<file path="src/rtl/uart_tx_arbiter.sv">
// uart_tx_arbiter: shares one UART TX between NUM_REQ byte producers.
// Accepts one byte per frame over per-requester valid/ready handshakes,
// strobes it into the TX and then tracks tx_busy until the frame ends.
// Build option: define UART_ARB_FIXED_PRIO_EN for fixed priority, where the
// lowest valid index always wins. The default is round-robin.
module uart_tx_arbiter #(
  parameter int unsigned NUM_REQ      = 4,
  parameter int unsigned DATA_WIDTH   = 8,
  parameter int unsigned BUSY_TIMEOUT = 4
) (
  input  logic                          clk,
  input  logic                          rst,
  input  logic [NUM_REQ-1:0]            req_valid,
  input  logic [NUM_REQ*DATA_WIDTH-1:0] req_data,
  output logic [NUM_REQ-1:0]            req_ready,
  input  logic                          tx_busy,
  output logic [DATA_WIDTH-1:0]         tx_data,
  output logic                          tx_data_valid,
  output logic [$clog2(NUM_REQ)-1:0]    grant_id,
  output logic                          arb_busy,
  output logic                          tx_err
);

  localparam int unsigned ID_W  = $clog2(NUM_REQ);
  localparam int unsigned CNT_W = $clog2(BUSY_TIMEOUT);

  typedef enum logic [1:0] {
    S_IDLE,
    S_ISSUE,
    S_WAIT_BUSY,
    S_WAIT_DONE
  } state_t;

  state_t                state_q, state_d;
  logic [DATA_WIDTH-1:0] tx_data_q, tx_data_d;
  logic [ID_W-1:0]       grant_q, grant_d;
  logic [ID_W-1:0]       ptr_q, ptr_d;
  logic [CNT_W-1:0]      cnt_q, cnt_d;

  logic [DATA_WIDTH-1:0] req_bytes [NUM_REQ];
  logic                  win_found;
  logic [ID_W-1:0]       win_idx;
  logic [DATA_WIDTH-1:0] win_data;
  logic [ID_W-1:0]       search_base;
  logic [NUM_REQ-1:0]    req_ready_c;
  logic                  tx_err_c;

  // Unpack the flat data bus into one byte per requester
  always_comb begin
    for (int unsigned k = 0; k < NUM_REQ; k++) begin
      req_bytes[k] = req_data[k*DATA_WIDTH +: DATA_WIDTH];
    end
  end

`ifdef UART_ARB_FIXED_PRIO_EN
  assign search_base = '0;
`else
  assign search_base = ptr_q;
`endif

  // Winner search: first valid index at or above the base, wrapping modulo NUM_REQ
  always_comb begin
    logic [ID_W:0] pos;
    win_found = 1'b0;
    win_idx   = '0;
    win_data  = '0;
    pos       = '0;
    for (int unsigned k = 0; k < NUM_REQ; k++) begin
      pos = {1'b0, search_base} + (ID_W+1)'(k);
      if (pos >= (ID_W+1)'(NUM_REQ)) begin
        pos = pos - (ID_W+1)'(NUM_REQ);
      end
      if (!win_found && req_valid[pos[ID_W-1:0]]) begin
        win_found = 1'b1;
        win_idx   = pos[ID_W-1:0];
        win_data  = req_bytes[pos[ID_W-1:0]];
      end
    end
  end

  // Next-state, handshake and timeout logic
  always_comb begin
    state_d     = state_q;
    tx_data_d   = tx_data_q;
    grant_d     = grant_q;
    ptr_d       = ptr_q;
    cnt_d       = cnt_q;
    req_ready_c = '0;
    tx_err_c    = 1'b0;
    case (state_q)
      S_IDLE: begin
        if (!tx_busy && win_found) begin
          req_ready_c[win_idx] = 1'b1;
          tx_data_d            = win_data;
          grant_d              = win_idx;
`ifndef UART_ARB_FIXED_PRIO_EN
          ptr_d = (win_idx == ID_W'(NUM_REQ-1)) ? '0 : win_idx + 1'b1;
`endif
          state_d = S_ISSUE;
        end
      end
      S_ISSUE: begin
        cnt_d   = '0;
        state_d = S_WAIT_BUSY;
      end
      S_WAIT_BUSY: begin
        if (tx_busy) begin
          state_d = S_WAIT_DONE;
        end else if (cnt_q == CNT_W'(BUSY_TIMEOUT-1)) begin
          tx_err_c = 1'b1;
          state_d  = S_IDLE;
        end else begin
          cnt_d = cnt_q + 1'b1;
        end
      end
      S_WAIT_DONE: begin
        if (!tx_busy) begin
          state_d = S_IDLE;
        end
      end
      default: state_d = S_IDLE;
    endcase
  end

  // State and datapath registers
  always_ff @(posedge clk or posedge rst) begin
    if (rst) begin
      state_q   <= S_IDLE;
      tx_data_q <= '0;
      grant_q   <= '0;
      ptr_q     <= '0;
      cnt_q     <= '0;
    end else begin
      state_q   <= state_d;
      tx_data_q <= tx_data_d;
      grant_q   <= grant_d;
      ptr_q     <= ptr_d;
      cnt_q     <= cnt_d;
    end
  end

  // Ready is gated by rst so no handshake can complete while reset is held
  assign req_ready     = rst ? '0 : req_ready_c;
  assign tx_data       = tx_data_q;
  assign tx_data_valid = (state_q == S_ISSUE);
  assign grant_id      = grant_q;
  assign arb_busy      = (state_q != S_IDLE);
  assign tx_err        = tx_err_c;

endmodule

</file>
<file path="config.mk">
export PLATFORM = sky130hd
export DESIGN_NAME = uart_tx_arbiter
export DESIGN_NICKNAME = d
export VERILOG_FILES = /design/src/rtl/uart_tx_arbiter.sv
export SDC_FILE = /design/constraint.sdc
export NUM_CORES = 1
export LEC_CHECK = 0
export BUFFER_PORTS_ARGS = -buffer_cell sky130_fd_sc_hd__buf_2
export CELL_PAD_IN_SITES_DETAIL_PLACEMENT = 1
export CELL_PAD_IN_SITES_GLOBAL_PLACEMENT = 1
export CORE_ASPECT_RATIO = 0.75
export CORE_MARGIN = 1.5
export CORE_UTILIZATION = 38
export CTS_CLUSTER_DIAMETER = 200
export DETAILED_ROUTE_END_ITERATION = 10
export GPL_TIMING_DRIVEN = 0
export HOLD_SLACK_MARGIN = 0.15
export PLACE_DENSITY_LB_ADDON = 0.1
export SLEW_MARGIN = 20
export SYNTH_ARGS = -nofsm -noshare
export SYNTH_HDL_FRONTEND = slang
export SYNTH_SLANG_ARGS = --single-unit
export TNS_END_PERCENT = 5
</file>
<file path="constraint.sdc">
create_clock -name clk -period 2.5 [get_ports clk]
set_clock_uncertainty 0.05 [all_clocks]
set_input_delay 0.375 -clock clk [delete_from_list [all_inputs] [get_ports clk]]
set_output_delay 0.375 -clock clk [all_outputs]
set_load 0.02 [all_outputs]
</file>
# Yosys cells after proc, flatten, opt, wreduce, memory -nomap -nowiden
# Cells that the tools add are included.
# totals
register_bits,16
inputBits,39
output_inout_bits,17
# op_classes
add_sub_neg,9
order_cmp,14
eq_ne,10
mux,53
n_bitwise,4
n_reduce_logical,15
# ops
op,count
8-bit two-way mux,12
8-bit binary-select mux with 2-bit select,4
2-bit two-way mux,15
"3-bit >= comparator, second input constant",7
"2-bit by 3-bit < comparator with 1-bit output, second input constant",5
1-bit two-way mux,12
4-bit two-way mux,3
2-bit inverter with 3-bit output,4
1-bit binary-select mux with 2-bit select,4
"2-bit == test, second input constant",4
"2-bit inequality test, second input constant",4
2-bit case mux with 4 select lines,1
"2-bit by 1-bit subtractor with 2-bit output, second input constant",4
"2-bit by 2-bit adder with 3-bit output, second input constant",2
3-bit AND reduction,2
1-bit logical AND,5
"2-bit by 1-bit adder with 2-bit output, second input constant",2
1-bit logical NOT,4
2-bit case mux with 2 select lines,1
2-bit nonzero test,2
"2-bit by 1-bit adder with 3-bit output, second input constant",1
"2-bit by 3-bit >= comparator with 1-bit output, second input constant",1
"3-bit inequality test, second input constant",1
1-bit demux with 2-bit select,1
4 further kinds,4

# Logic depth before layout (Yosys ltp)
# Gate-level depths: netlist (run 1).
# depth
ltp_word,21
ltp_mapped,9
ltp_nobuf,7

# Worst setup path before layout (run 1)
# Ideal clock, no wire load.
# synth_timing
path_type,reg-to-output
start,register ptr_q[1]
end,output req_ready[2]
arrival_time_ns,1.789
required_ns,2.075
setup_slack_ns,0.286
stages_incl_launch_ff,10
n_path_buf,3
cell_sequence,dfrtp_1 -> buf_6 -> buf_6 -> buf_4 -> o21bai_1 -> a221o_1 -> nor2_1 -> inv_1 -> ha_1 -> and3_1
# synth_via
elab_chain_len,21
# synth_lines
item,line_no,source
start: declaration,37,"logic [ID_W-1:0] ptr_q, ptr_d;"
start signal: assignment,137,ptr_q <= ptr_d;
"parallel branches: the longest is 13 deep, another holds 2-bit by 1-bit adder with 3-bit output",-,
2-bit two-way mux *,73,if (!win_found && req_valid[pos[ID_W-1:0]]) begin
named net win_idx[0],42,logic [ID_W-1:0] win_idx;
2-bit by 3-bit < comparator with 1-bit output (not written as such) / 2-bit by 1-bit >= comparator with 1-bit output (equally long branches),93,req_ready_c[win_idx] = 1'b1;
1-bit logical AND (not written as such),93,
1-bit two-way mux (not written as such),93,
1-bit demux with 2-bit select *,93,
4-bit two-way mux *,92,if (!tx_busy && win_found) begin
4-bit two-way mux *,90,case (state_q)
4-bit two-way mux *,143,assign req_ready = rst ? '0 : req_ready_c;
end: declaration,15,"output logic [NUM_REQ-1:0] req_ready,"
# Mark *: on every way through the listed nets, which the timed path passes. The select of a mux whose other input is x is not followed.

# Worst setup path in the final report (run 1)
# Ends and elaborated chain as after synthesis.

==> impl_metrics.yaml, run 1 <==
setup_path:
  crit_required_ps: 2080
  slowest_stage: "dfrtp_1"
  timing.rr.start: "ptr_q[1]"
  rrSetupSlack_ps: 480
  arrival_ps: 2160
  cp-startpoint: "ptr_q[1]"
  startpoint_type: "flip-flop"
  cp_cell_sequence: "buf_6, buf_12, buf_12, buf_4, nand2_1, a221oi_2, buf_4, buf_4, buf_12, ha_4, and3_4, buf_6"
  max_stage_delay_ps: 400
  path_depth: 12
  crit_fanout: 4
  crit_type: "reg2out"
  critPathTopFamily: "buffers and inverters"
  timing.critical_path.buf_inv: 8
  worstRegToRegCells: 7
  reg2reg_to: "tx_data[4]"
  worst_setup_path_end_kind: "primary output"
die:
  fp.coreArea_sq_um: 4900
  row_count: 22
  start_util: 0.396
  die_area_sq_um: 5550
  die_width_microns: 85.5
  die_h_microns: 64.9
  io_pins: 56
placement:
  globalplace.congestion: 0.804
  place_inst: 351
  dpl.hpwl_mm: 4.71
  io_buffers: 53
detailed_routing:
  first_pass_iters: 7
  wl_mm: 6.47
  ant_nets: 0
  num_vias: 2092
  wl_per_cell_microns: 17.5
  vias_per_cell: 5.67
  drc: 3
  drtIter0Drc: 73
grt:
  grt_remaining_overflow: 0
  antenna_found_initial: 0
  grt_max_degree: 21
  grt_pass1_vias: 2157
  grt_pass1_wl_mm: 10.7
  grt_usage: 0.242
final_layout:
  fin_cells: 369
  fillers: 627
  layout.nets: 354
  antenna_cells: 0
  drive_gt1_frac: 0.405
  area_growth_syn_to_layout_pct: 33.1
timing:
  period_needed_ps: 2590
  holdWs_ps: 173
  timing.fmax_mhz: 386
  setup_viol_count_final: 4
  final_max_slew_viol_count: 0
  fin_ws_ps: -89.8
  rsz0062_at_grt: "true"
  fin_crit_sh: 1.04
  tightest_slew_ps: 729
  finalHoldViolations: 0
  relSlewSlack: 0.511
synthesis:
  synthCells: 238
  ys_ff_latch: 16
  synth_seq_area_share: 0.206
  syn-num-nets: 282
  synth.top_cells.by_area: "dfrtp_1 21%, mux2_2 9.9%, nand2_1 9.7%"
  synthAdderAreaFrac: 0.0322
  synth_flop_cell: "dfrtp_1"
  synthSimpleGateAreaFrac: 0.232
  async_flop_share: 1.00
  yosysWarningCount: 0
  synth_top_area_frac: 0.206
  synth_area_per_cell_sq_um: 8.15
  synth-compound-area-share: 0.248
  yosysTopAreaCell: "dfrtp_1"
  syn_area_sq_um: 1940
  synth.distinct_cells: 44
  synth_edf_count: 0
  synth.most_common_cell: "nand2_1"
  yosys-mux-area-fraction: 0.198
  yosys.area_share.xor_xnor: 0
  synthTopCellsByCount: "50 x nand2_1, 21 x o21ai_0, 17 x mux2_2, 17 x mux2i_1"
  synth_top_family_by_area: "compound AO/OA/AOI/OAI gates"
outcome:
  failed_checks: "design-rule violations, negative setup slack"
  outcome: "finished with violations"
clock_tree:
  path_clk_slew_ps: 70
  cts-root-buf: "clkbuf_8"
  cts_tree: "built"
  htree_num_levels: 1
  cts_made_buffers: 3
  clockBufferDepth: 2
  clock_sinks: 16
  cts_hold_buffers: 0
  clk_latency_ps: 250
hold_path:
  hp-class: "in2async"
flow_run:
  drv_cap: 0
power:
  vdd.ir_drop.worst_uv: 422
  power_density_nw_per_um2: 1090
  p_leak_nw: 1.20
-- layout make-up --
cell class	instances	area, sq um	area share
Multi-Input combinational cell	198	1450	0.560
Timing Repair Buffer	67	412	0.159
Sequential cell	16	400	0.155
Buffer	19	176	0.0683
Tap cell	60	75.1	0.0291
Clock buffer	4	55.1	0.0213
Inverter	5	18.8	0.00727
-- timing repair --
action / 4_1_cts / 5_1_grt
resized for setup: 25 / 9
gates cloned: 0 / 0
pin swaps: 5 / 4
endpoints found under the setup margin: 4 / 4
setup buffers: 11 / 3
-- state kept, by name (all words and copies together), names as in the netlist --
| register | cells |
|---|---|
| cnt_q | 2 |
| tx_data | 8 |
| grant_id | 2 |
| ptr_q | 2 |
| state_q | 2 |
-- per-layer routing --
layer	part of all wire	GRT usage	routed length, microns	up-vias
met1	0.47	0.318	3040	1034
met4	0	0.0262	0	0
met2	0.50	0.434	3220	39
li1	-	-	-	1019
met3	0.032	0.0369	206	0
met5	0	0	0	-
-- cell families after synthesis --
kind of cell / after synthesis
and+or+nand+nor: 90
AOI/OAI and AO/OA: 68
muxes: 35
buffers and inverters: 24
DFF: 16
adders and majority gates: 5
-- stage by stage --
step                      setup TNS [ps]  total power, mW  utilization  setup WS (ps)  instance area (sq um)
after global placement              -253             2.22        0.466           -111                   2280
final                               -181             2.80        0.527          -89.8                   2580
after CTS                           -176             2.73        0.516          -64.2                   2530
after floorplan                        0             1.77            -            286                   1940
after detailed placement            -328             2.26        0.466           -121                   2280
after global routing                -529             3.03        0.527           -158                   2580
-- placed cells by master, fill, tap and decap left out, types with 2 or more instances in the layout --
cell type and instances:
nor2b_1 2, ha_4 2, nor2_1 6, a31oi_1 3
inv_2 3, nor3_1 2, buf_4 14, a21o_1 9
buf_2 52, nand3_1 8, buf_12 4, buf_6 11
and3_4 2, o211ai_1 16, inv_1 2, clkbuf_8 4
nor4b_1 2, dfrtp_1 16, mux2_2 17, mux2i_1 17
a21oi_1 2, nand2_1 49, nor4_2 2, a22oi_1 8
ha_1 2, and3_1 2, clkbuf_1 4, nand4b_1 3
o21ai_0 20
-- power breakdown --
part | switching [mW] | internal [mW] | total, mW
sequential | 0.0938 | 0.379 | 0.472
clock | 0.0936 | 0.140 | 0.233
combinational | 1.16 | 0.940 | 2.10
total | 1.35 | 1.46 | 2.80
-- worst max path at each step --
stage / slack, ps / endpoint
6_report: -90 / req_ready[2]
5_1_grt: -160 / req_ready[0]
3_3_place_gp: -110 / req_ready[2]
4_1_cts: -60 / req_ready[0]
3_5_place_dp: -120 / req_ready[2]
2_1_floorplan: 290 / req_ready[2]
No activity file was read; power rests on OpenSTA's default activity.
==> run 2, diff against run 1 <==
--- a/config.mk
+++ b/config.mk
@@ -10,7 +10,7 @@
 export CELL_PAD_IN_SITES_GLOBAL_PLACEMENT = 1
 export CORE_ASPECT_RATIO = 0.75
 export CORE_MARGIN = 1.5
-export CORE_UTILIZATION = 38
+export CORE_UTILIZATION = 41
 export CTS_CLUSTER_DIAMETER = 200
 export DETAILED_ROUTE_END_ITERATION = 10
 export GPL_TIMING_DRIVEN = 0
==> constraint.sdc (replaced) <==
create_clock -name clk -period 3 [get_ports clk]
set_clock_uncertainty 0.05 [all_clocks]
set_input_delay 0.45 -clock clk [delete_from_list [all_inputs] [get_ports clk]]
set_output_delay 0.45 -clock clk [all_outputs]
set_load 0.02 [all_outputs]
==> run 2 against run 1 <==
The run now ends clean. First-iteration DRC count shrank 2.7%. Non-clock buffer count shrank 14. Die area shrank 7.0%. Via count shrank 3.9%. Cell area shrank 9.5%. Sequential share of layout area grew 1.6 points.
==> impl_metrics.yaml, run 2 (synthesized netlist as in run 1, its figures left out) <==
setup_path:
  cp_cell_sequence: "buf_6, buf_6, buf_6, o21bai_1, a221o_1, nor2_1, inv_1, ha_1, and3_1, buf_2"
  critPathMostFrequentCell: "buf_6"
  worst_setup_path_end_kind: "primary output"
  crit_type: "reg2out"
  startpoint_type: "flip-flop"
  max_stage_delay_ps: 370
  slowest_stage: "dfrtp_1"
  crit_required_ps: 2500
  crit_fanout: 10
  arrival_ps: 2350
clock_tree:
  cts-root-buf: "clkbuf_8"
  clk_latency_ps: 250
  clock_sinks: 16
  cts_tree: "built"
  cts_made_buffers: 3
  htree_num_levels: 1
  path_clk_slew_ps: 70
  clockBufferDepth: 2
final_layout:
  fin_cells: 352
  antenna_cells: 0
  layout.nets: 340
  largest_reg_flops: 8
  final_common_cell: "buf_2"
  fin_util: 0.520
  area_growth_syn_to_layout_pct: 20.4
  drive_gt1_frac: 0.336
  final_cell_mix: "56 x buf_2, 50 x nand2_1, 21 x o21ai_0"
power:
  sw_frac_of_total: 0.497
  vdd.ir_drop.worst_uv: 455
  comb_power_share: 0.718
  totalPowerFinal_mw: 2.08
  p_switching_mw: 1.03
  power_frac_clock: 0.093
  power_density_nw_per_um2: 889
  p_leak_nw: 1.11
  seqPwrFrac: 0.190
  internal_power_mw: 1.04
timing:
  fin_ws_ps: 155
  period_needed_ps: 2850
  tns_ps: 0
  timing.fmax_mhz: 351
  rsz0062_at_grt: "false"
  finalHoldViolations: 0
  setup_viol_count_final: 0
  final_max_slew_viol_count: 0
  relSlewSlack: 0.524
  tightest_slew_ps: 710
  fin_crit_sh: 0.948
grt:
  grt_pass1_wl_mm: 9.88
  grt_remaining_overflow: 0
  grt_pass1_vias: 2037
  antenna_found_initial: 0
  grt_usage: 0.246
  grt_max_degree: 21
flow_run:
  drv_cap: 0
placement:
  dpl.hpwl_mm: 4.64
  globalplace.congestion: 0.889
  place_inst: 348
  io_buffers: 53
  place_ws_ps: 399
detailed_routing:
  drc: 0
  wl_per_cell_microns: 16.8
  first_pass_iters: 4
  wl_mm: 5.92
  vias_per_cell: 5.71
  ant_nets: 0
  drtIter0Drc: 71
  num_vias: 2011
die:
  die_area_sq_um: 5160
  die_h_microns: 62.6
  die_width_microns: 82.4
  fp.coreArea_sq_um: 4490
  io_pins: 56
  start_util: 0.432
  row_count: 21
hold_path:
  hp-class: "in2async"
outcome:
  outcome: "finished clean"
[run 2: cell type report]
cell class / count / area, sq um
fill: 598 / 2160
multi-input combinational: 198 / 1380
sequential: 16 / 400
timing repair buffer: 53 / 265
buffer: 19 / 146
tap: 57 / 71.3
clock buffer: 4 / 55.1
inverter: 5 / 18.8
[run 2: stage by stage]
stage | hold slack [ps] | cell area (sq um)
2_1_floorplan | 334 | 1940
3_3_place_gp | 427 | 2280
3_5_place_dp | 436 | 2280
4_1_cts | 263 | 2330
5_1_grt | 286 | 2340
6_report | 244 | 2340
[run 2: path summary, 6_finish.rpt]
| path | startpoint | end | slack [ps] | cells past startpoint |
|---|---|---|---|---|
| worst min register to register | grant_id[1] | grant_id[1] | 450 | 1 |
| worst min-delay path | rst | tx_data[0] | 240 | 2 |
| min in group clk | tx_busy | state_q[0] | 440 | 3 |
| worst max-delay path | ptr_q[1] | req_ready[2] | 150 | 10 |
| max in group asynchronous | rst | tx_data[6] | 2210 | 2 |
| worst max register to register | ptr_q[1] | ptr_q[1] | 970 | 9 |
[run 2: worst max-delay path: cells and delay by family (launching register included)]
kind | cells | cell delay, ps
fa+ha+maj | 1 | 190
simple gates | 2 | 360
buf+inv | 5 | 750
flops | 1 | 370
compound gates | 2 | 410
[run 2: what timing repair did]
action                     CTS  global route
setup endpoints to repair    0             2
buffers inserted             0             0
resized for setup            0             1
hold buffers                 0             0
[run 2: power by group through the flow]
stage,Clock [mW],Sequential (mW),Combinational (mW)
floorplan,0,0.451,1.03
global placement,0,0.390,1.44
detailed placement,0,0.397,1.47
CTS,0.197,0.393,1.48
global route,0.205,0.407,1.65
finish,0.192,0.394,1.49
[run 2: per-layer routing]
metal  global-route usage  vias to the layer above  wire, microns
li1                     -                      988              -
met1                0.325                      962           2760
met2                0.416                       55           2840
met3               0.0423                        6            276
met4               0.0508                        0             54
met5                    0                        -              0
==> run 3, diff against run 2 <==
--- a/config.mk
+++ b/config.mk
@@ -5,12 +5,13 @@
 export SDC_FILE = /design/constraint.sdc
 export NUM_CORES = 1
 export LEC_CHECK = 0
+export ABC_AREA = 1
 export BUFFER_PORTS_ARGS = -buffer_cell sky130_fd_sc_hd__buf_2
 export CELL_PAD_IN_SITES_DETAIL_PLACEMENT = 1
 export CELL_PAD_IN_SITES_GLOBAL_PLACEMENT = 1
 export CORE_ASPECT_RATIO = 0.75
 export CORE_MARGIN = 1.5
-export CORE_UTILIZATION = 41
+export CORE_UTILIZATION = 36
 export CTS_CLUSTER_DIAMETER = 200
 export DETAILED_ROUTE_END_ITERATION = 10
 export GPL_TIMING_DRIVEN = 0
==> constraint.sdc (replaced) <==
create_clock -name clk -period 2.82 [get_ports clk]
set_clock_uncertainty 0.05 [all_clocks]
set_input_delay 0.423 -clock clk [delete_from_list [all_inputs] [get_ports clk]]
set_output_delay 0.423 -clock clk [all_outputs]
set_load 0.02 [all_outputs]
==> run 3 against run 2 <==
Area after synthesis grew 14%. Total power grew 89%. Non-clock buffer count grew 23. Worst setup slack lost 120 ps. Core utilization shrank 3.0 points. Clock power grew 8%. Routed wire length grew 51%. Hold slack lost 42 ps. Via count grew 43%. Critical path depth grew 6. Clock-buffer cell count is the same. Highest routed layer unchanged.
==> impl_metrics.yaml, run 3 <==
clock_tree:
  cts_made_buffers: 3
  path_clk_slew_ps: 70
  htree_num_levels: 1
  clock_sinks: 16
  clk_latency_ps: 250
  clockBufferDepth: 2
  cts_tree: "built"
  cts-root-buf: "clkbuf_8"
final_layout:
  area_growth_syn_to_layout_pct: 30.1
  final_common_cell: "nand2_1"
  antenna_cells: 0
  final_cell_mix: "194 x nand2_1, 56 x buf_2, 42 x inv_1"
  layout.nets: 527
  drive_gt1_frac: 0.278
  largest_reg_flops: 8
setup_path:
  crit_fanout: 10
  crit_type: "reg2out"
  slowest_stage: "dfrtp_1"
  arrival_ps: 2310
  startpoint_type: "flip-flop"
  cp_cell_sequence: "buf_6, buf_6, nand2_2, nand2_2, nand2_2, nand2_4, nor2_4, buf_6, buf_8, nand4_1, nand2_2, inv_2, ha_1, inv_1, nor2_2, buf_6"
  max_stage_delay_ps: 370
  crit_required_ps: 2350
  worst_setup_path_end_kind: "primary output"
power:
  power_frac_clock: 0.053
  power_density_nw_per_um2: 1370
  totalPowerFinal_mw: 3.92
  sw_frac_of_total: 0.583
  comb_power_share: 0.845
  internal_power_mw: 1.63
  p_switching_mw: 2.29
  p_leak_nw: 1.69
  vdd.ir_drop.worst_uv: 660
  seqPwrFrac: 0.102
detailed_routing:
  num_vias: 2878
  wl_per_cell_microns: 16.0
  ant_nets: 0
  vias_per_cell: 5.14
  first_pass_iters: 4
  drtIter0Drc: 128
  wl_mm: 8.94
  drc: 0
synthesis:
  synth_flop_cell: "dfrtp_1"
  yosysTopAreaCell: "nand2_1"
  synth_area_per_cell_sq_um: 5.44
  synthTopCellsByCount: "204 x nand2_1, 45 x inv_1, 37 x o21ai_0"
  yosys-mux-area-fraction: 0.00511
  synth_top_family_by_area: "simple AND/OR/NAND/NOR gates"
  yosys.area_share.xor_xnor: 0
  synth_top_area_frac: 0.347
  synthAdderAreaFrac: 0.0284
  yosysWarningCount: 0
  synth.distinct_cells: 29
  synthCells: 405
  async_flop_share: 1.00
  synth_seq_area_share: 0.182
  synth_edf_count: 0
  synth.most_common_cell: "nand2_1"
  synth-compound-area-share: 0.104
  syn-num-nets: 449
  synthSimpleGateAreaFrac: 0.529
  synth.top_cells.by_area: "nand2_1 35%, dfrtp_1 18%, o21ai_0 8.4%"
  syn_area_sq_um: 2200
  ys_ff_latch: 16
timing:
  rsz0062_at_grt: "true"
  final_max_slew_viol_count: 0
  setup_viol_count_final: 0
  finalHoldViolations: 0
  fin_crit_sh: 0.986
  period_needed_ps: 2780
  tightest_slew_ps: 655
  holdWs_ps: 202
  relSlewSlack: 0.563
  timing.fmax_mhz: 360
die:
  die_area_sq_um: 6610
  row_count: 24
  fp.coreArea_sq_um: 5860
  io_pins: 56
  die_width_microns: 93.4
  die_h_microns: 70.8
  start_util: 0.376
flow_run:
  drv_cap: 0
placement:
  io_buffers: 55
  globalplace.congestion: 0.875
  dpl.hpwl_mm: 6.19
grt:
  grt_pass1_vias: 2909
  antenna_found_initial: 0
  grt_usage: 0.260
  grt_remaining_overflow: 0
  grt_max_degree: 18
  grt_pass1_wl_mm: 13.7
hold_path:
  hp-class: "in2async"
outcome:
  outcome: "finished clean"
[run 3: cell count changes after synthesis, sizes merged, moves of 14 or more]
| cell | delta |
|---|---|
| o211ai | -14 |
| o21ai | +17 |
| mux2 | -16 |
| nand2 | +164 |
| nand3 | +26 |
| mux2i | -17 |
| inv | +42 |
[run 3: logic make-up (layout without fill, tap and decap cells)]
logic type	count (synthesis)	count (layout)
AND/OR/NAND/NOR	271	271
AO/OA/AOI/OAI	43	43
flip-flops	16	16
adder cells (fa/ha/maj)	5	5
buffers and inverters	69	146
multiplexers	1	1
[run 3: final timing paths]
kind / cells past startpoint / slack [ps] / endpoint / from
min in group clk: 2 / 440 / tx_data[4] / tx_data[4]
min: 2 / 200 / cnt_q[1] / rst
min reg2reg: 2 / 440 / tx_data[4] / tx_data[4]
max reg2reg: 15 / 640 / ptr_q[1] / ptr_q[0]
max: 16 / 40 / req_ready[3] / ptr_q[0]
max in group asynchronous: 2 / 2100 / grant_id[1] / rst
[run 3: area by class of cell]
cell class | instances | area, sq um
Fill cell | 905 | 2990
Multi-Input combinational cell | 320 | 1520
Timing Repair Buffer | 73 | 428
Sequential cell | 16 | 400
Buffer | 22 | 183
Inverter | 47 | 181
Tap cell | 78 | 97.6
Clock buffer | 4 | 55.1
[run 3: metal layers]
layer / wire (microns) / part of all wire / track usage / up-vias
li1: - / - / - / 1408
met1: 4070 / 0.46 / 0.355 / 1370
met4: 82 / 0.0092 / 0.0387 / 0
met2: 4340 / 0.49 / 0.449 / 90
met3: 441 / 0.049 / 0.0290 / 10
met5: 0 / 0 / 0 / -
[run 3: timing repair]
action,CTS,global route
buffers inserted,10,8
endpoints found under the hold margin,0,0
pin swaps,5,9
setup endpoints to repair,4,4
gates resized for setup,12,26
hold buffers,0,0
[run 3: stage by stage]
stage          TNS, ps  cells  cell area, sq um  setup slack, ps  utilization
6_report             0    560              2870             39.1        0.490
5_1_grt           -134    560              2870            -46.9        0.490
4_1_cts              0    552              2740             12.1        0.467
3_5_place_dp         0    538              2580             9.17        0.440
3_3_place_gp         0    538              2580             41.5        0.440
2_1_floorplan        0    405              2200              401            -
[run 3: power by group through the flow]
stage,sequential [mW],clock (mW),combinational [mW]
after floorplan,0.455,0,1.93
after global placement,0.394,0,2.69
after detailed placement,0.399,0,2.76
after CTS,0.397,0.209,2.99
after global routing,0.411,0.220,3.59
final,0.398,0.207,3.31
[run 3: critical path, delay by kind of cell (launching register included)]
kind | cells | cell delay [ps]
flops | 1 | 370
fa+ha+maj | 1 | 170
simple gates | 8 | 750
buf+inv | 7 | 760
